## src/rtl/tluh_pkg.sv

```systemverilog
// Shared TL-UH channel types, opcode/param encodings and burst helpers for
// the error gate and its legality checker.
package tluh_pkg;

  localparam int TL_AW  = 32;
  localparam int TL_DW  = 32;
  localparam int TL_DBW = TL_DW / 8;
  localparam int TL_SZW = 3;
  localparam int TL_AIW = 8;
  localparam int TL_DIW = 1;
  localparam int TL_BW  = 8;  // holds 2^(7-SubAW) beats for any 3-bit size

  typedef enum logic [2:0] {
    PutFullData    = 3'h0,
    PutPartialData = 3'h1,
    ArithmeticData = 3'h2,
    LogicalData    = 3'h3,
    Get            = 3'h4,
    Intent         = 3'h5
  } tluh_a_op_e;

  typedef enum logic [2:0] {
    AccessAck     = 3'h0,
    AccessAckData = 3'h1,
    HintAck       = 3'h2
  } tluh_d_op_e;

  typedef enum logic [2:0] {
    ArithMin  = 3'h0,
    ArithMax  = 3'h1,
    ArithMinu = 3'h2,
    ArithMaxu = 3'h3,
    ArithAdd  = 3'h4
  } tluh_arith_e;

  typedef enum logic [2:0] {
    LogicXor  = 3'h0,
    LogicOr   = 3'h1,
    LogicAnd  = 3'h2,
    LogicSwap = 3'h3
  } tluh_logic_e;

  typedef enum logic [2:0] {
    PrefetchRead  = 3'h0,
    PrefetchWrite = 3'h1
  } tluh_intent_e;

  typedef enum logic [2:0] {
    ErrIdle,
    ErrFwd,
    ErrAbsorb,
    ErrDrain,
    ErrResp
  } tluh_err_state_e;

  typedef struct packed {
    logic              a_valid;
    logic [2:0]        a_opcode;
    logic [2:0]        a_param;
    logic [TL_SZW-1:0] a_size;
    logic [TL_AIW-1:0] a_source;
    logic [TL_AW-1:0]  a_address;
    logic [TL_DBW-1:0] a_mask;
    logic [TL_DW-1:0]  a_data;
    logic              d_ready;
  } tluh_h2d_t;

  typedef struct packed {
    logic              d_valid;
    logic [2:0]        d_opcode;
    logic [2:0]        d_param;
    logic [TL_SZW-1:0] d_size;
    logic [TL_AIW-1:0] d_source;
    logic [TL_DIW-1:0] d_sink;
    logic [TL_DW-1:0]  d_data;
    logic              d_error;
    logic              a_ready;
  } tluh_d2h_t;

  // Beats in a transfer of 2^size bytes over a 2^sub_aw byte wide bus.
  function automatic logic [TL_BW-1:0] tluh_beats(input logic [TL_SZW-1:0] size,
                                                  input int sub_aw);
    logic [TL_BW-1:0] beats;
    beats = TL_BW'(1);
    if (int'(size) > sub_aw) beats = TL_BW'(1) << (int'(size) - sub_aw);
    return beats;
  endfunction

endpackage

```

## src/rtl/tluh_err_chk.sv

```systemverilog
// Combinational legality check of a TL-UH A-channel first beat: opcode,
// param, size, alignment and lane mask.
module tluh_err_chk
  import tluh_pkg::*;
#(
  parameter int DW      = TL_DW,
  parameter int MaxSize = $clog2(DW/8) + 2
) (
  input  logic [2:0]           opcode_i,
  input  logic [2:0]           param_i,
  input  logic [TL_SZW-1:0]    size_i,
  input  logic [$clog2(DW/8)-1:0] addr_i,
  input  logic [DW/8-1:0]      mask_i,
  output logic                 legal_o
);

  localparam int SubAW = $clog2(DW/8);
  localparam int DBW   = DW / 8;

  logic           op_ok, param_ok, atomic, full_mask, size_ok, align_ok, mask_ok;
  logic [DBW-1:0] active;
  int             size_int, addr_low, low_bits;

  // NOTE: every signal gets a default before the case so no path infers a latch.
  always_comb begin
    op_ok     = 1'b1;
    param_ok  = 1'b0;
    atomic    = 1'b0;
    full_mask = 1'b1;
    case (opcode_i)
      PutFullData:    param_ok = (param_i == 3'h0);
      PutPartialData: begin
        param_ok  = (param_i == 3'h0);
        full_mask = 1'b0;
      end
      Get:            param_ok = (param_i == 3'h0);
      ArithmeticData: begin
        param_ok = (param_i <= ArithAdd);
        atomic   = 1'b1;
      end
      LogicalData: begin
        param_ok = (param_i <= LogicSwap);
        atomic   = 1'b1;
      end
      Intent: begin
        param_ok  = (param_i <= PrefetchWrite);
        full_mask = 1'b0;
      end
      default: op_ok = 1'b0;
    endcase

    size_int = int'(size_i);
    addr_low = int'(addr_i);
    size_ok  = (size_int <= MaxSize) && (!atomic || size_int <= SubAW);

    // Bursts are beat-aligned, so only the in-beat address bits are checked.
    low_bits = (size_int < SubAW) ? size_int : SubAW;
    align_ok = 1'b1;
    for (int i = 0; i < SubAW; i++) begin
      if (i < low_bits && addr_i[i]) align_ok = 1'b0;
    end

    for (int i = 0; i < DBW; i++) begin
      active[i] = (size_int >= SubAW) ||
                  (i >= addr_low && i < addr_low + (1 << size_int));
    end
    mask_ok = ((mask_i & ~active) == '0) && (!full_mask || mask_i == active);

    legal_o = op_ok && param_ok && size_ok && align_ok && mask_ok;
  end

endmodule

```

## src/rtl/tluh_err_gate.sv

```systemverilog
// TL-UH A-channel error gate: forwards legal requests with zero latency,
// absorbs illegal ones and answers them with a d_error response once drained.
module tluh_err_gate
  import tluh_pkg::*;
#(
  parameter int DW             = TL_DW,
  parameter int MaxSize        = $clog2(DW/8) + 2,
  parameter int MaxOutstanding = 4
) (
  input  logic      clk_i,
  input  logic      rst_ni,
  input  tluh_h2d_t tl_h_i,
  output tluh_d2h_t tl_h_o,
  output tluh_h2d_t tl_d_o,
  input  tluh_d2h_t tl_d_i,
  output logic      err_o
);

  localparam int SubAW = $clog2(DW/8);
  localparam int CntW  = $clog2(MaxOutstanding + 1);

  tluh_err_state_e   state_q, state_d;
  logic [CntW-1:0]   cnt_q;
  logic [TL_BW-1:0]  a_beat_q, d_beat_q, resp_beat_q;
  tluh_d_op_e        resp_op_q;
  logic [TL_SZW-1:0] resp_size_q;
  logic [TL_AIW-1:0] resp_source_q;

  logic              legal, stall, first_fwd, first_err, a_cont_fire;
  logic              d_fire, d_last, cnt_inc, cnt_dec;
  logic [TL_BW-1:0]  req_beats, d_total, err_beats;
  tluh_d_op_e        err_op;

  tluh_err_chk #(
    .DW      (DW),
    .MaxSize (MaxSize)
  ) u_chk (
    .opcode_i (tl_h_i.a_opcode),
    .param_i  (tl_h_i.a_param),
    .size_i   (tl_h_i.a_size),
    .addr_i   (tl_h_i.a_address[SubAW-1:0]),
    .mask_i   (tl_h_i.a_mask),
    .legal_o  (legal)
  );

  assign stall     = (cnt_q == CntW'(MaxOutstanding));
  assign first_fwd = (state_q == ErrIdle) && tl_h_i.a_valid && legal && !stall &&
                     tl_d_i.a_ready;
  assign first_err = (state_q == ErrIdle) && tl_h_i.a_valid && !legal;
  assign a_cont_fire = tl_h_i.a_valid &&
                       ((state_q == ErrFwd && tl_d_i.a_ready) || state_q == ErrAbsorb);

  // Device responses are tracked per beat so the count drops on the last one.
  assign d_fire  = tl_d_i.d_valid && tl_h_i.d_ready && (state_q != ErrResp);
  assign d_total = (tl_d_i.d_opcode == AccessAckData) ?
                   tluh_beats(tl_d_i.d_size, SubAW) : TL_BW'(1);
  assign d_last  = (d_beat_q == '0) ? (d_total == TL_BW'(1)) : (d_beat_q == TL_BW'(1));
  assign cnt_inc = first_fwd;
  assign cnt_dec = d_fire && d_last;

  always_comb begin
    req_beats = TL_BW'(1);
    err_op    = AccessAck;
    err_beats = TL_BW'(1);
    case (tl_h_i.a_opcode)
      PutFullData, PutPartialData: req_beats = tluh_beats(tl_h_i.a_size, SubAW);
      Get, ArithmeticData, LogicalData: begin
        err_op    = AccessAckData;
        err_beats = tluh_beats(tl_h_i.a_size, SubAW);
      end
      Intent:  err_op = HintAck;
      default: ;
    endcase
  end

  always_comb begin
    state_d         = state_q;
    err_o           = 1'b0;
    tl_d_o          = tl_h_i;
    tl_d_o.a_valid  = 1'b0;
    tl_d_o.d_ready  = (state_q != ErrResp) && tl_h_i.d_ready;
    tl_h_o          = tl_d_i;
    tl_h_o.a_ready  = 1'b0;
    case (state_q)
      ErrIdle: begin
        if (legal) begin
          tl_d_o.a_valid = tl_h_i.a_valid && !stall;
          tl_h_o.a_ready = tl_d_i.a_ready && !stall;
          if (first_fwd && req_beats > TL_BW'(1)) state_d = ErrFwd;
        end else begin
          tl_h_o.a_ready = 1'b1;
          if (tl_h_i.a_valid) begin
            err_o   = 1'b1;
            state_d = (req_beats > TL_BW'(1)) ? ErrAbsorb : ErrDrain;
          end
        end
      end
      ErrFwd: begin
        tl_d_o.a_valid = tl_h_i.a_valid;
        tl_h_o.a_ready = tl_d_i.a_ready;
        if (a_cont_fire && a_beat_q == TL_BW'(1)) state_d = ErrIdle;
      end
      ErrAbsorb: begin
        tl_h_o.a_ready = 1'b1;
        if (a_cont_fire && a_beat_q == TL_BW'(1)) state_d = ErrDrain;
      end
      ErrDrain: begin
        if (cnt_q == '0) state_d = ErrResp;
      end
      ErrResp: begin
        tl_h_o.d_valid  = 1'b1;
        tl_h_o.d_opcode = resp_op_q;
        tl_h_o.d_param  = '0;
        tl_h_o.d_size   = resp_size_q;
        tl_h_o.d_source = resp_source_q;
        tl_h_o.d_sink   = '0;
        tl_h_o.d_data   = '1;
        tl_h_o.d_error  = 1'b1;
        if (tl_h_i.d_ready && resp_beat_q == TL_BW'(1)) state_d = ErrIdle;
      end
      default: state_d = ErrIdle;
    endcase
  end

  // NOTE: registers use non-blocking assignments so every flop samples pre-edge values.
  always_ff @(posedge clk_i or negedge rst_ni) begin
    if (!rst_ni) begin
      state_q       <= ErrIdle;
      cnt_q         <= '0;
      a_beat_q      <= '0;
      d_beat_q      <= '0;
      resp_beat_q   <= '0;
      resp_op_q     <= AccessAck;
      resp_size_q   <= '0;
      resp_source_q <= '0;
    end else begin
      state_q <= state_d;

      case ({cnt_inc, cnt_dec})
        2'b10:   cnt_q <= cnt_q + CntW'(1);
        2'b01:   cnt_q <= cnt_q - CntW'(1);
        default: ;
      endcase

      if (first_fwd || first_err) a_beat_q <= req_beats - TL_BW'(1);
      else if (a_cont_fire)       a_beat_q <= a_beat_q - TL_BW'(1);

      if (d_fire) begin
        if (d_last)                d_beat_q <= '0;
        else if (d_beat_q == '0)   d_beat_q <= d_total - TL_BW'(1);
        else                       d_beat_q <= d_beat_q - TL_BW'(1);
      end

      if (first_err) begin
        resp_op_q     <= err_op;
        resp_size_q   <= tl_h_i.a_size;
        resp_source_q <= tl_h_i.a_source;
        resp_beat_q   <= err_beats;
      end else if (state_q == ErrResp && tl_h_i.d_ready) begin
        resp_beat_q <= resp_beat_q - TL_BW'(1);
      end
    end
  end

endmodule
```

## config.mk

```make
export PLATFORM = sky130hd
export DESIGN_NAME = tluh_err_gate
export DESIGN_NICKNAME = d
export VERILOG_FILES = /design/src/rtl/tluh_pkg.sv /design/src/rtl/tluh_err_chk.sv /design/src/rtl/tluh_err_gate.sv
export SDC_FILE = /design/constraint.sdc
export NUM_CORES = 1
export LEC_CHECK = 0
export CAP_MARGIN = 20
export CORE_UTILIZATION = 25
export CTS_BUF_LIST = sky130_fd_sc_hd__clkbuf_4
export DETAILED_ROUTE_END_ITERATION = 6
export GPL_TIMING_DRIVEN = 0
export SLEW_MARGIN = 20
export SYNTH_ARGS = -nofsm -noshare
export SYNTH_HDL_FRONTEND = slang
export SYNTH_SLANG_ARGS = --single-unit
```

## constraint.sdc

```tcl
create_clock -name clk_i -period 4.3 [get_ports clk_i]
set_input_delay 0.43 -clock clk_i [delete_from_list [all_inputs] [get_ports clk_i]]
set_output_delay 0.43 -clock clk_i [all_outputs]
set_load 0.05 [all_outputs]
```

==> out/metrics.yaml <==
setup_path:
  critPathMaxStageDelay_ns: 0.49
  path_cells: "buf_4 > nor2b_4 > and2_4 > fa_2 > nand3_1 > o21ai_0 > nand2_1 > nor3_1 > o31a_1 > ha_1 > or4_1 > a221o_1 > a2111o_1 > o21bai_1 > a21oi_1 > buf_4"
  crit_top_cell: "buf_4"
  cp.arrival_ns: 3.68
  crit_fanout: 16
  required_ns: 3.87
  cpLargestDelayFamily: "compound AO/OA/AOI/OAI gates"
  cp_slowest_cell: "or4_1"
  critPathKind: "input port to primary output"
  cp-end-kind: "primary output"
  cp-start-kind: "input port"
  worst-path-buf-inv: 2
placement:
  hpwl_um: 10810
  place_congestion: 0.8208
  io_buffers: 219
  place_inst: 961
power_and_ir_drop:
  power_frac_seq_pct: 25.8
  p_leak_uw: 0.002972
  switching_share_pct: 46.95
  powerDensity_mw_per_mm2: 411.7
  power_uw: 2875
  p_int_uw: 1525
  combPwrFrac_pct: 62.6
  switching_power_uw: 1350
  pwr-share-clk_pct: 11.7
  ir_drop_uv: 195.5
cts:
  cts_max_path_buffers: 2
  clkLatencyLatePin_ns: 0.38
  cts_root_buf: "clkbuf_4"
  cts.sinks: 43
  clkTransAtPathRegs_ns: 0.14
  cts_buffers: 5
  cts_tree: "yes"
  cts_max_level: 2
global_routing:
  overflow: 0
  grt_pass1_wl_um: 20730
  grt_pass1_vias: 4106
  grt_max_degree: 30
  antenna_found_initial: 0
  grt_usage_pct: 14.32
min_path:
  hold_class: "input port to flip-flop"
synth:
  yosysSeqAreaShare_pct: 24.94
  synth_common_cells: "buf_4, dfrtp_1, or2_2, nor2_1, nand2_1"
  synth-main-ff-cell: "dfrtp_1"
  syn_area_per_cell_sq_um: 8.280
  yosysMostFrequentCell: "buf_4"
  netlist_area_sq_mm: 0.004314
  netlist_instances: 521
  yosys_register_bits: 43
  synth.distinct_cells: 59
  synth_edf_count: 0
  synth_top_area_share_pct: 24.94
  yosys_warnings: 0
  synth_area_leaders: "dfrtp_1, buf_4, ha_1"
  ys_async_sr_fraction_pct: 100.0
  yosys.area.top_type: "dfrtp_1"
  syn-num-nets: 688
sta:
  fin_skew_ns: 0.02658
  setup_viol: 0
  worst_pin_slew_ns: 0.7814
  tns_ns: 0
  rsz0062_at_grt: "no"
  fin_crit_sh_pct: 95.52
  drv_slew: 0
  period_minus_slack_ns: 4.107
  finalHoldViolations: 0
  worst_hold_slack_ns: 0.4165
  relSlewSlack_pct: 47.79
  fmaxAchievable_ghz: 0.2435
final_layout:
  antenna_cells: 0
  syn_to_final_growth_pct: 61.83
  nets: 922
  final_cells: 976
  n_fill_cell: 1711
  drive_above_1_share_pct: 23.94
routing:
  viasPerCell: 4.373
  drc: 0
  totalWireLength_um: 13240
  dr.pass1.iters: 4
  num_vias: 4268
  post_drt_wl_per_cell_um: 13.57
  antenna_left: 0
  dr.first_iter.drc_count: 176
die:
  dieArea_sq_mm: 0.01779
  die_y_um: 133.4
  die_w_um: 133.4
  initial_core_util_pct: 25.83
  core_area_sq_mm: 0.01670
  rows: 47
  ios: 283
flow_run:
  maxCapViolCount: 0
status:
  outcome: "complete, no violations"
worst paths after layout:
kind,slack (ns),end,from,cells after the start
worst max-delay path,0.19,tl_h_o[0],tl_h_i[77],16
worst min-delay path,0.42,resp_beat_q[1]$_DFFE_PN0P_,tl_h_i[77],3
worst max register to register,1.07,cnt_q[2]$_DFFE_PN0P_,d_beat_q[5]$_DFFE_PN0P_,12
worst min register to register,0.49,d_beat_q[7]$_DFFE_PN0P_,d_beat_q[7]$_DFFE_PN0P_,1
max in group asynchronous,3.26,resp_beat_q[0]$_DFFE_PN0P_,rst_ni,3
min in group asynchronous,0.50,d_beat_q[4]$_DFFE_PN0P_,rst_ni,2
cells by family after synthesis:
family,count (synthesis),share of synthesized area [%]
xor+xnor,17,3.451
mux,26,7.338
flops,43,24.94
simple gates,191,23.72
buf+inv,128,18.79
fa+ha+maj,25,7.599
compound gates,91,14.15
per-stage QoR:
stage | util (%) | instance area (sq um) | setup slack [ns]
finish | 41.80 | 6982 | 0.1926
global route | 41.80 | 6982 | 0.004392
CTS | 41.63 | 6953 | 0.01060
detailed placement | 40.71 | 6799 | -1.398
global placement | 40.62 | 6784 | -1.413
floorplan | - | 4317 | 0.07621
power by group through the flow:
stage / Combinational, uW / Clock, uW / Sequential [uW]
2_1_floorplan: 1310 / 0 / 700
3_3_place_gp: 1790 / 0 / 743
3_5_place_dp: 1800 / 0 / 748
4_1_cts: 1810 / 344 / 739
5_1_grt: 1960 / 358 / 766
6_report: 1800 / 335 / 741
cell type report:
type	count	area, sq um	area share, %
multi-input combinational	350	2454	35.14
timing repair buffer	228	2255	32.29
sequential	43	1076	15.41
buffer	104	725.7	10.39
tap	220	275.3	3.943
inverter	23	91.34	1.308
clock inverter	3	67.56	0.9677
clock buffer	5	37.54	0.5376
registers in the layout, summed over array words and instances (netlist names):
| register | count |
|---|---|
| cnt_q | 3 |
| resp_beat_q | 8 |
| d_beat_q | 8 |
| resp_op_q | 2 |
| state_q | 3 |
| resp_source_q | 8 |
| resp_size_q | 3 |
| a_beat_q | 8 |
worst register-to-register path: stages (launching register included):
cell      delay (ns)
dfrtp_1         0.42
or3_1           0.44
nor4_1          0.38
and2_1          0.19
clkbuf_1        0.23
a21oi_1         0.20
nor2_1          0.22
ha_1            0.22
inv_1           0.06
fa_1            0.37
xor2_1          0.15
nor2_1          0.12
xor2_1          0.15
layout by cell type, fill, tap and decap left out, drive strengths merged, types with 19 or more instances in the layout:
cell,count
a21oi,22
buf,103
clkbuf,21
clkdlybuf4s50,210
dfrtp,43
ha,23
inv,23
mux2,21
nand2,33
nand3,19
nor2,34
o21ai,24
or2,35
per-layer routing:
layer,share of wire (%),vias up,track usage (%)
met5,0,-,0
met4,0.34,0,1.705
met3,4.8,5,2.588
met2,48,117,24.54
met1,47,1969,19.17
li1,-,2177,-
repair_timing:
action / 4_1_cts / 5_1_grt
endpoints found under the setup margin: 35 / 5
resized for setup: 44 / 6
hold buffers: 1 / 0
setup buffers: 6 / 1
pin swaps: 4 / 5
hold endpoints to repair: 14 / 0
Note: power is estimated with default switching activity, not from simulation.
